File: src/rtl/spmv_pkg.sv
// spmv_pkg: shared constants and FSM encoding for the SpMV fetch sequencer.
// Matrix geometry, operand widths and a few FP16 reference values.
package spmv_pkg;

    localparam int N_ROWS = 16;
    localparam int PTR_W  = 8;
    localparam int DATA_W = 16;
    localparam int PTR_N  = N_ROWS + 1;

    localparam logic [DATA_W-1:0] ONE     = 16'h3C00;
    localparam logic [DATA_W-1:0] TWO     = 16'h4000;
    localparam logic [DATA_W-1:0] SIXTEEN = 16'h4C00;

    typedef enum logic [3:0] {
        IDLE,
        LOAD_PTR,
        CHECK,
        FETCH_A,
        FETCH_B,
        ISSUE,
        HOLD,
        WAIT_DONE,
        DONE
    } state_t;

endpackage

File: src/rtl/spmv_timeout_cnt.sv
// spmv_timeout_cnt: loadable down-counter with an expiry flag.
// Bounds how long the sequencer waits for the core to finish.
module spmv_timeout_cnt #(
    parameter int W = 11
) (
    input  logic         i_clk,
    input  logic         i_rst,
    input  logic         i_load,
    input  logic         i_en,
    input  logic [W-1:0] i_load_val,
    output logic         o_expired
);

    logic [W-1:0] cnt_q;
    logic [W-1:0] cnt_d;

    // load takes priority; count down and park at zero
    always_comb begin
        cnt_d = cnt_q;
        if (i_load) begin
            cnt_d = i_load_val;
        end else if (i_en && (cnt_q != '0)) begin
            cnt_d = cnt_q - 1'b1;
        end
    end

    // counter state
    always_ff @(posedge i_clk or posedge i_rst) begin
        if (i_rst) begin
            cnt_q <= '0;
        end else begin
            cnt_q <= cnt_d;
        end
    end

    assign o_expired = (cnt_q == '0);

endmodule

File: src/rtl/spmv_ctrl.sv
// spmv_ctrl: CSR fetch sequencer feeding SpMV_core.
// Loads row pointers, streams (A, B, count) triples, captures the result.
module spmv_ctrl
    import spmv_pkg::*;
#(
    parameter int ELEM_CYCLES = 4,
    parameter int TIMEOUT     = 1024
) (
    input  logic                       i_clk,
    input  logic                       i_rst,
    input  logic                       i_start,
    output logic                       o_busy,
    output logic                       o_done,
    output logic                       o_err,
    output logic                       o_ptr_en,
    output logic [PTR_W-1:0]           o_ptr_addr,
    input  logic [PTR_W-1:0]           i_ptr_data,
    output logic                       o_val_en,
    output logic [PTR_W-1:0]           o_val_addr,
    input  logic [DATA_W-1:0]          i_val_data,
    input  logic [PTR_W-1:0]           i_col_data,
    output logic                       o_vec_en,
    output logic [PTR_W-1:0]           o_vec_addr,
    input  logic [DATA_W-1:0]          i_vec_data,
    output logic                       o_core_start,
    output logic [DATA_W-1:0]          o_core_data_A,
    output logic [DATA_W-1:0]          o_core_data_B,
    output logic [PTR_W-1:0]           o_core_count,
    output logic [PTR_N*PTR_W-1:0]     o_core_row_ptr,
    input  logic                       i_core_done,
    input  logic [N_ROWS*DATA_W-1:0]   i_core_register,
    output logic [N_ROWS*DATA_W-1:0]   o_result
);

    localparam int HOLD_N = ELEM_CYCLES - 3;
    localparam int HOLD_W = (HOLD_N > 1) ? $clog2(HOLD_N) : 1;
    localparam int TMO_W  = $clog2(TIMEOUT + 1);
    localparam int IDX_W  = $clog2(PTR_N);
    localparam logic [IDX_W-1:0] LAST_IDX = IDX_W'(PTR_N - 1);

    state_t                   state_q, state_d;
    logic                     ptr_en_q, ptr_en_d;
    logic [IDX_W-1:0]         ptr_idx_q, ptr_idx_d;
    logic                     cap_vld_q, cap_vld_d;
    logic [IDX_W-1:0]         cap_idx_q, cap_idx_d;
    logic [PTR_W-1:0]         row_ptr_q [PTR_N];
    logic [PTR_W-1:0]         row_ptr_d [PTR_N];
    logic                     pend_err_q, pend_err_d;
    logic                     err_q, err_d;
    logic                     done_q, done_d;
    logic [N_ROWS*DATA_W-1:0] result_q, result_d;
    logic [PTR_W-1:0]         k_q, k_d;
    logic                     val_en_q, val_en_d;
    logic [DATA_W-1:0]        a_q, a_d;
    logic [DATA_W-1:0]        core_a_q, core_a_d;
    logic [DATA_W-1:0]        core_b_q, core_b_d;
    logic [PTR_W-1:0]         count_q, count_d;
    logic                     core_start_q, core_start_d;
    logic [HOLD_W-1:0]        hold_q, hold_d;
    logic                     adv;
    logic                     last_k;
    logic                     tmo_load;
    logic                     tmo_en;
    logic                     tmo_exp;
    logic [PTR_W-1:0]         nnz;

    assign nnz    = row_ptr_q[PTR_N-1];
    assign last_k = (({1'b0, k_q} + 1'b1) == {1'b0, nnz});

    spmv_timeout_cnt #(
        .W(TMO_W)
    ) u_tmo (
        .i_clk      (i_clk),
        .i_rst      (i_rst),
        .i_load     (tmo_load),
        .i_en       (tmo_en),
        .i_load_val (TMO_W'(TIMEOUT - 1)),
        .o_expired  (tmo_exp)
    );

    // next-state and registered-output logic for the fetch sequence
    always_comb begin
        state_d      = state_q;
        ptr_en_d     = ptr_en_q;
        ptr_idx_d    = ptr_idx_q;
        cap_vld_d    = 1'b0;
        cap_idx_d    = cap_idx_q;
        row_ptr_d    = row_ptr_q;
        pend_err_d   = pend_err_q;
        err_d        = err_q;
        done_d       = 1'b0;
        result_d     = result_q;
        k_d          = k_q;
        val_en_d     = 1'b0;
        a_d          = a_q;
        core_a_d     = core_a_q;
        core_b_d     = core_b_q;
        count_d      = count_q;
        core_start_d = core_start_q;
        hold_d       = hold_q;
        adv          = 1'b0;
        tmo_load     = 1'b0;
        tmo_en       = 1'b0;
        unique case (state_q)
            IDLE: begin
                if (i_start) begin
                    state_d    = LOAD_PTR;
                    err_d      = 1'b0;
                    result_d   = '0;
                    pend_err_d = 1'b0;
                    ptr_en_d   = 1'b1;
                    ptr_idx_d  = '0;
                end
            end
            LOAD_PTR: begin
                cap_vld_d = ptr_en_q;
                cap_idx_d = ptr_idx_q;
                if (ptr_en_q) begin
                    if (ptr_idx_q == LAST_IDX) ptr_en_d = 1'b0;
                    else ptr_idx_d = ptr_idx_q + 1'b1;
                end
                if (cap_vld_q) begin
                    row_ptr_d[cap_idx_q] = i_ptr_data;
                    if ((cap_idx_q != '0) &&
                        (i_ptr_data < row_ptr_q[cap_idx_q - 1'b1]))
                        pend_err_d = 1'b1;
                    if (cap_idx_q == LAST_IDX) state_d = CHECK;
                end
            end
            CHECK: begin
                if (pend_err_q) begin
                    err_d   = 1'b1;
                    done_d  = 1'b1;
                    state_d = DONE;
                end else if (nnz == '0) begin
                    result_d = '0;
                    done_d   = 1'b1;
                    state_d  = DONE;
                end else begin
                    k_d      = '0;
                    val_en_d = 1'b1;
                    state_d  = FETCH_A;
                end
            end
            FETCH_A: state_d = FETCH_B;
            FETCH_B: begin
                a_d     = i_val_data;
                state_d = ISSUE;
            end
            ISSUE: begin
                core_a_d     = a_q;
                core_b_d     = i_vec_data;
                count_d      = k_q + 1'b1;
                core_start_d = 1'b1;
                if (HOLD_N == 0) begin
                    adv = 1'b1;
                end else begin
                    hold_d  = HOLD_W'(HOLD_N - 1);
                    state_d = HOLD;
                end
            end
            HOLD: begin
                if (hold_q == '0) adv = 1'b1;
                else hold_d = hold_q - 1'b1;
            end
            WAIT_DONE: begin
                tmo_en = 1'b1;
                if (i_core_done) begin
                    result_d     = i_core_register;
                    core_start_d = 1'b0;
                    done_d       = 1'b1;
                    state_d      = DONE;
                end else if (tmo_exp) begin
                    err_d        = 1'b1;
                    core_start_d = 1'b0;
                    done_d       = 1'b1;
                    state_d      = DONE;
                end
            end
            DONE: begin
                core_start_d = 1'b0;
                state_d      = IDLE;
            end
            default: state_d = IDLE;
        endcase
        if (adv) begin
            if (last_k) begin
                tmo_load = 1'b1;
                state_d  = WAIT_DONE;
            end else begin
                k_d      = k_q + 1'b1;
                val_en_d = 1'b1;
                state_d  = FETCH_A;
            end
        end
    end

    // state and output registers; reset aborts any operation
    always_ff @(posedge i_clk or posedge i_rst) begin
        if (i_rst) begin
            state_q      <= IDLE;
            ptr_en_q     <= 1'b0;
            ptr_idx_q    <= '0;
            cap_vld_q    <= 1'b0;
            cap_idx_q    <= '0;
            for (int j = 0; j < PTR_N; j++) row_ptr_q[j] <= '0;
            pend_err_q   <= 1'b0;
            err_q        <= 1'b0;
            done_q       <= 1'b0;
            result_q     <= '0;
            k_q          <= '0;
            val_en_q     <= 1'b0;
            a_q          <= '0;
            core_a_q     <= '0;
            core_b_q     <= '0;
            count_q      <= '0;
            core_start_q <= 1'b0;
            hold_q       <= '0;
        end else begin
            state_q      <= state_d;
            ptr_en_q     <= ptr_en_d;
            ptr_idx_q    <= ptr_idx_d;
            cap_vld_q    <= cap_vld_d;
            cap_idx_q    <= cap_idx_d;
            row_ptr_q    <= row_ptr_d;
            pend_err_q   <= pend_err_d;
            err_q        <= err_d;
            done_q       <= done_d;
            result_q     <= result_d;
            k_q          <= k_d;
            val_en_q     <= val_en_d;
            a_q          <= a_d;
            core_a_q     <= core_a_d;
            core_b_q     <= core_b_d;
            count_q      <= count_d;
            core_start_q <= core_start_d;
            hold_q       <= hold_d;
        end
    end

    for (genvar j = 0; j < PTR_N; j++) begin : g_rp
        assign o_core_row_ptr[j*PTR_W +: PTR_W] = row_ptr_q[j];
    end

    assign o_busy        = (state_q != IDLE);
    assign o_done        = done_q;
    assign o_err         = err_q;
    assign o_ptr_en      = ptr_en_q;
    assign o_ptr_addr    = {{(PTR_W-IDX_W){1'b0}}, ptr_idx_q};
    assign o_val_en      = val_en_q;
    assign o_val_addr    = k_q;
    assign o_vec_en      = (state_q == FETCH_B);
    assign o_vec_addr    = (state_q == FETCH_B) ? i_col_data : '0;
    assign o_core_start  = core_start_q;
    assign o_core_data_A = core_a_q;
    assign o_core_data_B = core_b_q;
    assign o_core_count  = count_q;
    assign o_result      = result_q;

endmodule
File: config.mk
export PLATFORM = sky130hd
export DESIGN_NAME = spmv_ctrl
export DESIGN_NICKNAME = d
export VERILOG_FILES = /design/src/rtl/spmv_pkg.sv /design/src/rtl/spmv_timeout_cnt.sv /design/src/rtl/spmv_ctrl.sv
export SDC_FILE = /design/constraint.sdc
export NUM_CORES = 1
export LEC_CHECK = 0
export ABC_CLOCK_PERIOD_IN_PS = 14450
export CAP_MARGIN = 5
export CORE_AREA = 4 4 302 304
export DETAILED_ROUTE_END_ITERATION = 12
export DIE_AREA = 0 0 306 308
export PLACE_DENSITY = 0.53
export SLEW_MARGIN = 15
export SYNTH_ARGS = -nofsm -noshare
export SYNTH_HDL_FRONTEND = slang
export SYNTH_HIERARCHICAL = 1
export SYNTH_SLANG_ARGS = --single-unit
File: constraint.sdc
create_clock -name i_clk -period 14.45 [get_ports i_clk]
set_input_delay 2.1675 -clock i_clk [delete_from_list [all_inputs] [get_ports i_clk]]
set_output_delay 2.1675 -clock i_clk [all_outputs]
set_load 0.03 [all_outputs]
* Yosys cells after proc, flatten, opt, wreduce, memory -nomap -nowiden
Cells that the tools add are included.
Storage, ports and cells: register bits 489, input port bits 308, output and inout bits 463, word-level logic and storage cells 163
Operators by class: add/sub/neg operators 6, $lt $le $gt $ge 4, eq/ne operators 28, multiplexer cells 66, bitwise operators 2, reductions and logical operators 22
Operator list (count):
- $mux W256 | 4
- $pmux W256 S3 | 1
- $bwmux W136 | 1
- $mux W8 | 9
- $bmux W8 S5 | 1
- $demux W8 S5 | 1
- $mux W4 | 8
- $pmux W4 S8 | 1
- $mux W1 | 27
- $ne A2 B2 Y1 const B | 12
- $mux W11 | 2
- $eq A4 B3 Y1 const B | 4
- $mux W5 | 3
- $reduce_and A5 Y1 | 3
- $ge A6 B6 Y1 const B | 2
- $ne A3 B3 Y1 const B | 4
- $not A5 Y6 | 2
- $logic_not A11 Y1 | 1
- $reduce_bool A11 Y1 | 1
- $sub A11 B1 Y11 const B | 1
- $eq A5 B5 Y1 const B | 2
- $pmux W5 S2 | 1
- $add A8 B1 Y9 const B | 1
- $eq A9 B8 Y1 | 1
- 22 further kinds | 35

* Logic depth before layout (Yosys ltp)
Gate-level depths: netlist (run 1).
depth in word-level cells 10, gate-level depth with buffers 17

* Cells and area by module
Netlist (run 1), hierarchy kept.
Modules (own cells, without submodules):
- spmv_ctrl | instances 1, cells each 1867, area an instance 20503.4 µm², sequential area each 11936.4 µm²
- spmv_timeout_cnt | instances 1, cells each 79, area an instance 691.9 µm², sequential area each 275.3 µm²

* Worst setup path after synthesis (run 1)
No wires, ideal clock.
path kind in2out, from input i_col_data[0], to output o_vec_addr[0], data arrival time 2.474 ns, data required time 12.283 ns, path slack 9.809 ns, stages on the path 1, path buffers 0, path through and3_1
Between the ends: word-level cells in the longest chain between the ends 1
Ends and longest elaborated chain:
- start: declaration | line spmv_ctrl.sv:21 | input logic [PTR_W-1:0] i_col_data,
- $mux W8 | line spmv_ctrl.sv:253 | assign o_vec_addr = (state_q == FETCH_B) ? i_col_data : '0;
- end: declaration | line spmv_ctrl.sv:23 | output logic [PTR_W-1:0] o_vec_addr,
Every way passes these cells.

* Worst setup path in the final report (run 1)
Ends and elaborated chain as after synthesis.

==> results_dict.tcl, run 1 <==
set metrics [dict create \
    place_congestion 0.833 \
    setup-violations-final 0 \
    drtAntennaViolNets 0 \
    clockRootBuffer "clkbuf_16" \
    hp-start "o_result[120]" \
    post_cts_resized 0 \
    holdPathStages 2 \
    overflow 0 \
    slew_viol_final 0 \
    synth_area_leader_cell "dfrtp_1" \
    yosys.area.top_type_share 0.576 \
    p_seq_frac 0.317 \
    ys_types 70 \
    yosys-top-cells-area "dfrtp_1 58%, mux2_2 10%, nand2_1 9.6%, o21ai_0 6.5%, mux4_2 3.5%" \
    drc 0 \
    endpoint_kind "output pin" \
    insertion_delay_ns 0.63 \
    setup_tns_ns 0 \
    clkTransAtPathRegs_ns 0.06 \
    rows 109 \
    layout-area-overhead-vs-synth_pct 51.0 \
    hold_viol 0 \
    die_area_sq_um 94200 \
    clkPwrFrac 0.251 \
    p_int_mw 3.82 \
    fin_nets 2991 \
    status "finished clean" \
    antenna_found_initial 6 \
    synth_area_sq_um 21200 \
    fin_cells 3888 \
    ys_ff_latch 488 \
    vias 17399 \
    post_cts.repair.setup_buffers 0 \
    max_slew_margin 0.252 \
    ys.flop_type "dfrtp_1" \
    r2r_cells 15 \
    synth_edf_count 0 \
    syn_area_per_cell_sq_um 10.9 \
    tritoncts "built" \
    tightest_slew_ns 1.11 \
    grt.total_usage 0.159 \
    timing.rr.end "pend_err_q" \
    fin_hold_ws_ns 0.476 \
    cp.arrival_ns 3.55 \
    grt_pass1_wl_mm 117 \
    htreeDepth 2 \
    die_h_microns 308 \
    fin_crit_ns 5.72 \
    holdPathEnd "o_result[120]" \
    holdCritPathClass "flop to flop" \
    p_per_area_nw_per_um2 198 \
    die_w_microns 306 \
    preCtsSetupSlack_ns 8.61 \
    cts_buffer_depth 3 \
    rsz0062_at_grt "no" \
    drt-wirelength-per-cell_microns 20.2 \
    final_area_sq_um 32000 \
    holdBufCountCts 0 \
    p_comb_frac 0.432 \
    yosys-top-cells-count "542 x nand2_1, 488 x dfrtp_1, 277 x o21ai_0" \
    layout-drive-gt1-share 0.134 \
    portBuffers 767 \
    synth_cells 1946 \
    skew_ns 0.0295 \
    numCtsBuffers 60 \
    viasPerCell 4.48 \
    switchingPower_mw 2.52 \
    dp_cells 3770 \
    first_global_vias 17972 \
    yosysWarnings 6 \
    first_pass_iters 5 \
    coreArea_sq_um 88200 \
    drtIter0Drc 1239 \
    yosysSeqAreaShare 0.576 \
    cts.sinks 488 \
    initial_utilization 0.240 \
    hpwl_mm 58.4 \
    ios 771 \
    crit_required_ns 12.28 \
    worstSetupPathType "input port to output pin" \
    place_area_sq_um 29900 \
    peakVddDrop_v 0.000123 \
    reg2reg_from "cap_idx_q[0]" \
    yosysMostFrequentCell "nand2_1" \
    leakage_nw 12.8 \
    swShare 0.397 \
    max_freq_ghz 0.175 \
    max_cap_violations 0 \
    r2r_slack_ns 9.94 \
    synthArstFlopShare 1.00 \
    start_kind "input port" \
    cp_max_fo 1 \
    grt_max_degree 244 \
    fin_crit_sh 0.396 \
    wl_mm 78.7 \
    setup_ws_ns 8.73 \
]
## logic make-up after synthesis
| kind of cell | synth area share |
|---|---|
| muxes | 0.145 |
| AOI/OAI and AO/OA | 0.0875 |
| and+or+nand+nor | 0.138 |
| xor gates and xnor gates | 0.00809 |
| buffers and inverters | 0.0357 |
| DFF | 0.576 |
| other | 0.000354 |
| adders and majority gates | 0.00945 |
## through the flow
stage | util | total power [mW]
2_1_floorplan | - | 3.62
3_3_place_gp | 0.338 | 4.75
3_5_place_dp | 0.338 | 4.79
4_1_cts | 0.362 | 6.42
5_1_grt | 0.363 | 6.68
6_report | 0.363 | 6.34
## worst max path at each step
| stage | from | endpoint | cells past startpoint |
|---|---|---|---|
| 5_1_grt | i_col_data[0] | o_vec_addr[0] | 3 |
| 4_1_cts | i_col_data[0] | o_vec_addr[0] | 3 |
| 2_1_floorplan | i_rst | a_q[0] | 1 |
| 6_report | i_col_data[0] | o_vec_addr[0] | 3 |
| 3_5_place_dp | i_start | o_result[193] | 8 |
| 3_3_place_gp | i_col_data[0] | o_vec_addr[0] | 3 |
## registers in the layout, summed over array words and instances (netlist names), 8 cells and up
| name | cells |
|---|---|
| o_core_count | 8 |
| o_core_data_B | 16 |
| o_core_row_ptr | 128 |
| o_core_data_A | 16 |
| o_val_addr | 8 |
| nnz | 8 |
| a_q | 16 |
| u_tmo/cnt_q | 11 |
| o_result | 256 |
## power by group through the flow
stage,logic (mW),clock network (mW),registers [mW]
global route,2.92,1.70,2.06
CTS,2.76,1.65,2.01
global placement,2.73,0,2.02
finish,2.74,1.59,2.01
floorplan,1.07,0,2.55
detailed placement,2.76,0,2.03
## metal layers
metal	up-vias	routed length [microns]	track usage
met1	8528	30900	0.191
li1	8063	-	-
met3	137	6500	0.0479
met4	2	2750	0.0583
met5	-	13	0
met2	669	38500	0.271
## worst max-delay path, stage by stage
cell             delay [ns]
clkdlybuf4s50_1        0.54
and3_1                 0.17
clkdlybuf4s50_1        0.67
## layout by cell type, fill, tap and decap left out, types with 3 or more instances in the layout
master	instances
dfrtp_1	487
and2_1	4
nand2_1	542
inv_1	16
a31oi_1	10
xor2_1	7
nand3_1	32
clkbuf_16	60
clkbuf_8	16
nand2b_1	5
and2_2	3
clkinv_2	10
nor4_1	4
mux2_2	189
clkinvlp_4	4
a21o_1	4
mux4_2	33
nor3b_1	4
bufinv_16	7
a221o_1	8
clkbuf_1	5
nor2_1	38
inv_8	3
nor2b_1	15
mux4_1	7
o21ai_0	277
and3_1	14
nand4_1	7
buf_4	12
nor3_1	6
xnor2_1	10
conb_1	14
buf_12	3
ha_1	16
diode_2	9
clkdlybuf4s50_1	767
a21oi_1	22
## area by class of cell
type | instances | area, sq um
Antenna cell | 9 | 22.5
Fill cell | 8670 | 56200
Multi-Input combinational cell | 1316 | 8290
Tap cell | 1165 | 1460
Clock inverter | 28 | 377
Timing Repair Buffer | 783 | 7840
Sequential cell | 488 | 12200
Clock buffer | 81 | 1740
Inverter | 18 | 78.8
(Power assumes the default switching activity.)
==> run 2, diff against run 1 <==
--- a/config.mk
+++ b/config.mk
@@ -5,7 +5,7 @@
 export SDC_FILE = /design/constraint.sdc
 export NUM_CORES = 1
 export LEC_CHECK = 0
-export ABC_CLOCK_PERIOD_IN_PS = 14450
+export ABC_CLOCK_PERIOD_IN_PS = 5000
 export CAP_MARGIN = 5
 export CORE_AREA = 4 4 302 304
 export DETAILED_ROUTE_END_ITERATION = 12
==> constraint.sdc (replaced) <==
create_clock -name i_clk -period 5 [get_ports i_clk]
set_input_delay 0.75 -clock i_clk [delete_from_list [all_inputs] [get_ports i_clk]]
set_output_delay 0.75 -clock i_clk [all_outputs]
set_load 0.03 [all_outputs]
==> run 2 against run 1 <==
Cell area about the same. Combinational power rose to 2.9 times the previous value. Worst hold slack about the same. Clock skew down 0.0084 ns. Cell count up 0.64%. Largest cell class unchanged. Global-route usage up 0.39 points.
==> results_dict.tcl, run 2 (synthesis gave the netlist of run 1 again) <==
set metrics [dict create \
    switchingPower_mw 7.23 \
    multiInputGateArea_sq_um 8280 \
    holdBufCountCts 0 \
    crit_required_ns 4.25 \
    tritoncts "built" \
    htreeDepth 2 \
    coreArea_sq_um 88200 \
    clkTransAtPathRegs_ns 0.06 \
    post_cts.repair.setup_buffers 0 \
    setup_tns_ns 0 \
    layout-drive-gt1-share 0.137 \
    met2RoutedLength_mm 38.9 \
    final_common_cell "clkdlybuf4s50_1" \
    status "finished clean" \
    p_comb_frac 0.437 \
    worstSetupPathType "flop to output pin" \
    grt_pass1_wl_mm 118 \
    max_freq_ghz 0.264 \
    drc 0 \
    clockRootBuffer "clkbuf_16" \
    numCtsBuffers 60 \
    portBuffers 767 \
    first_pass_iters 5 \
    fin_crit_ns 3.78 \
    vias 17413 \
    ff_latch_area_sq_um 12200 \
    max_cap_violations 0 \
    insertion_delay_ns 0.63 \
    nFillCells 8755 \
    wl_met3_mm 6.08 \
    dp_cells 3790 \
    fin_nets 3011 \
    totalPowerFinal_mw 18.0 \
    rsz0062_at_grt "no" \
    layout-area-overhead-vs-synth_pct 51.0 \
    overflow 0 \
    cts.sinks 488 \
    leakage_nw 12.9 \
    die_h_microns 308 \
    rows 109 \
    cp_max_fo 12 \
    hold_viol 0 \
    cpLargestDelayFamily "simple AND/OR/NAND/NOR gates" \
    post_cts_resized 0 \
    first_global_vias 17987 \
    cp.arrival_ns 3.03 \
    setup-violations-final 0 \
    p_per_area_nw_per_um2 562 \
    ios 771 \
    m1WireLength_mm 31.9 \
    wl_mm 80.5 \
    start_kind "flop" \
    endpoint_kind "output pin" \
    final_cell_mix "767 x clkdlybuf4s50_1, 542 x nand2_1, 487 x dfrtp_1" \
    die_w_microns 306 \
    r2r_cells 14 \
    critPathSlowestCell "clkdlybuf4s50_1" \
    place_congestion 0.852 \
    fin_cells 3913 \
    slew_viol_final 0 \
    top_layer_used "met5" \
    hpwl_mm 60.8 \
    peakVddDrop_v 0.000281 \
    max_slew_margin 0.280 \
    cp_num_buf_inv 1 \
    cp.depth 3 \
    cts_buffer_depth 3 \
    fin_crit_sh 0.757 \
    cp_cell_sequence "nor2_1 -> and2_2 -> clkdlybuf4s50_1" \
    tightest_slew_ns 1.07 \
    largest_reg_flops 256 \
    swShare 0.402 \
    p_int_mw 10.7 \
    initial_utilization 0.240 \
    drtIter0Drc 1151 \
    antenna_found_initial 14 \
    grt.total_usage 0.163 \
    drtAntennaViolNets 0 \
    drt-wirelength-per-cell_microns 20.6 \
    slowest_delay_ns 0.80 \
    die_area_sq_um 94200 \
    grt_max_degree 195 \
    p_seq_frac 0.329 \
    holdPathStages 2 \
    clkPwrFrac 0.234 \
    skew_ns 0.0211 \
    viasPerCell 4.45 \
    holdCritPathClass "flop to flop" \
]
==> run 2: per-layer routing <==
layer / vias to the layer above / track usage
met3: 161 / 0.0477
met1: 8460 / 0.196
met4: 10 / 0.0708
met5: - / 0
li1: 8131 / -
met2: 651 / 0.272
==> run 2: worst reg2reg max path: cells and delay by family, from the launching register on <==
| kind | cells | cell delay (ns) |
|---|---|---|
| muxes | 2 | 0.96 |
| DFF | 1 | 0.40 |
| buffers and inverters | 2 | 0.55 |
| adders and majority gates | 2 | 0.54 |
| and+or+nand+nor | 3 | 0.33 |
| AOI/OAI and AO/OA | 5 | 0.76 |
==> run 2: stage by stage <==
stage / hold slack (ns) / setup slack, ns / utilization / instance area [sq um]
4_1_cts: 0.482 / 1.08 / 0.362 / 32000
5_1_grt: 0.501 / 0.943 / 0.362 / 32000
2_1_floorplan: 0.475 / -2.21 / - / 21200
6_report: 0.476 / 1.22 / 0.363 / 32000
3_3_place_gp: 0.463 / 1.40 / 0.340 / 30000
3_5_place_dp: 0.469 / 1.45 / 0.340 / 30000
==> run 2: cell type report <==
| cell class | instances | area share |
|---|---|---|
| inverters | 18 | 0.00246 |
| well taps | 1165 | 0.0456 |
| flip-flops and latches | 488 | 0.382 |
| multi-input cells | 1316 | 0.259 |
| clock inverters | 23 | 0.00508 |
| diodes | 11 | 0.000860 |
| clock buffers | 89 | 0.0551 |
| repair buffers | 803 | 0.250 |
==> run 2: power by group through the flow <==
stage / combinational, mW / clock [mW] / sequential [mW]
floorplan: 3.09 / 0 / 7.37
global placement: 7.85 / 0 / 5.93
detailed placement: 7.92 / 0 / 5.97
CTS: 7.94 / 4.37 / 5.91
global route: 8.38 / 4.52 / 6.03
finish: 7.85 / 4.22 / 5.92
==> run 2: path summary, 6_finish.rpt <==
| check | from | to | slack (ns) |
|---|---|---|---|
| setup / recovery | state_q[0] | o_vec_en | 1.22 |
| hold / removal | o_result[118] | o_result[118] | 0.48 |
| setup reg to reg | cap_idx_q[1] | pend_err_q | 1.41 |
| hold reg to reg | o_result[118] | o_result[118] | 0.48 |
| max in group asynchronous | i_rst | o_result[106] | 3.07 |
| min in group asynchronous | i_rst | u_tmo/cnt_q[7] | 0.56 |
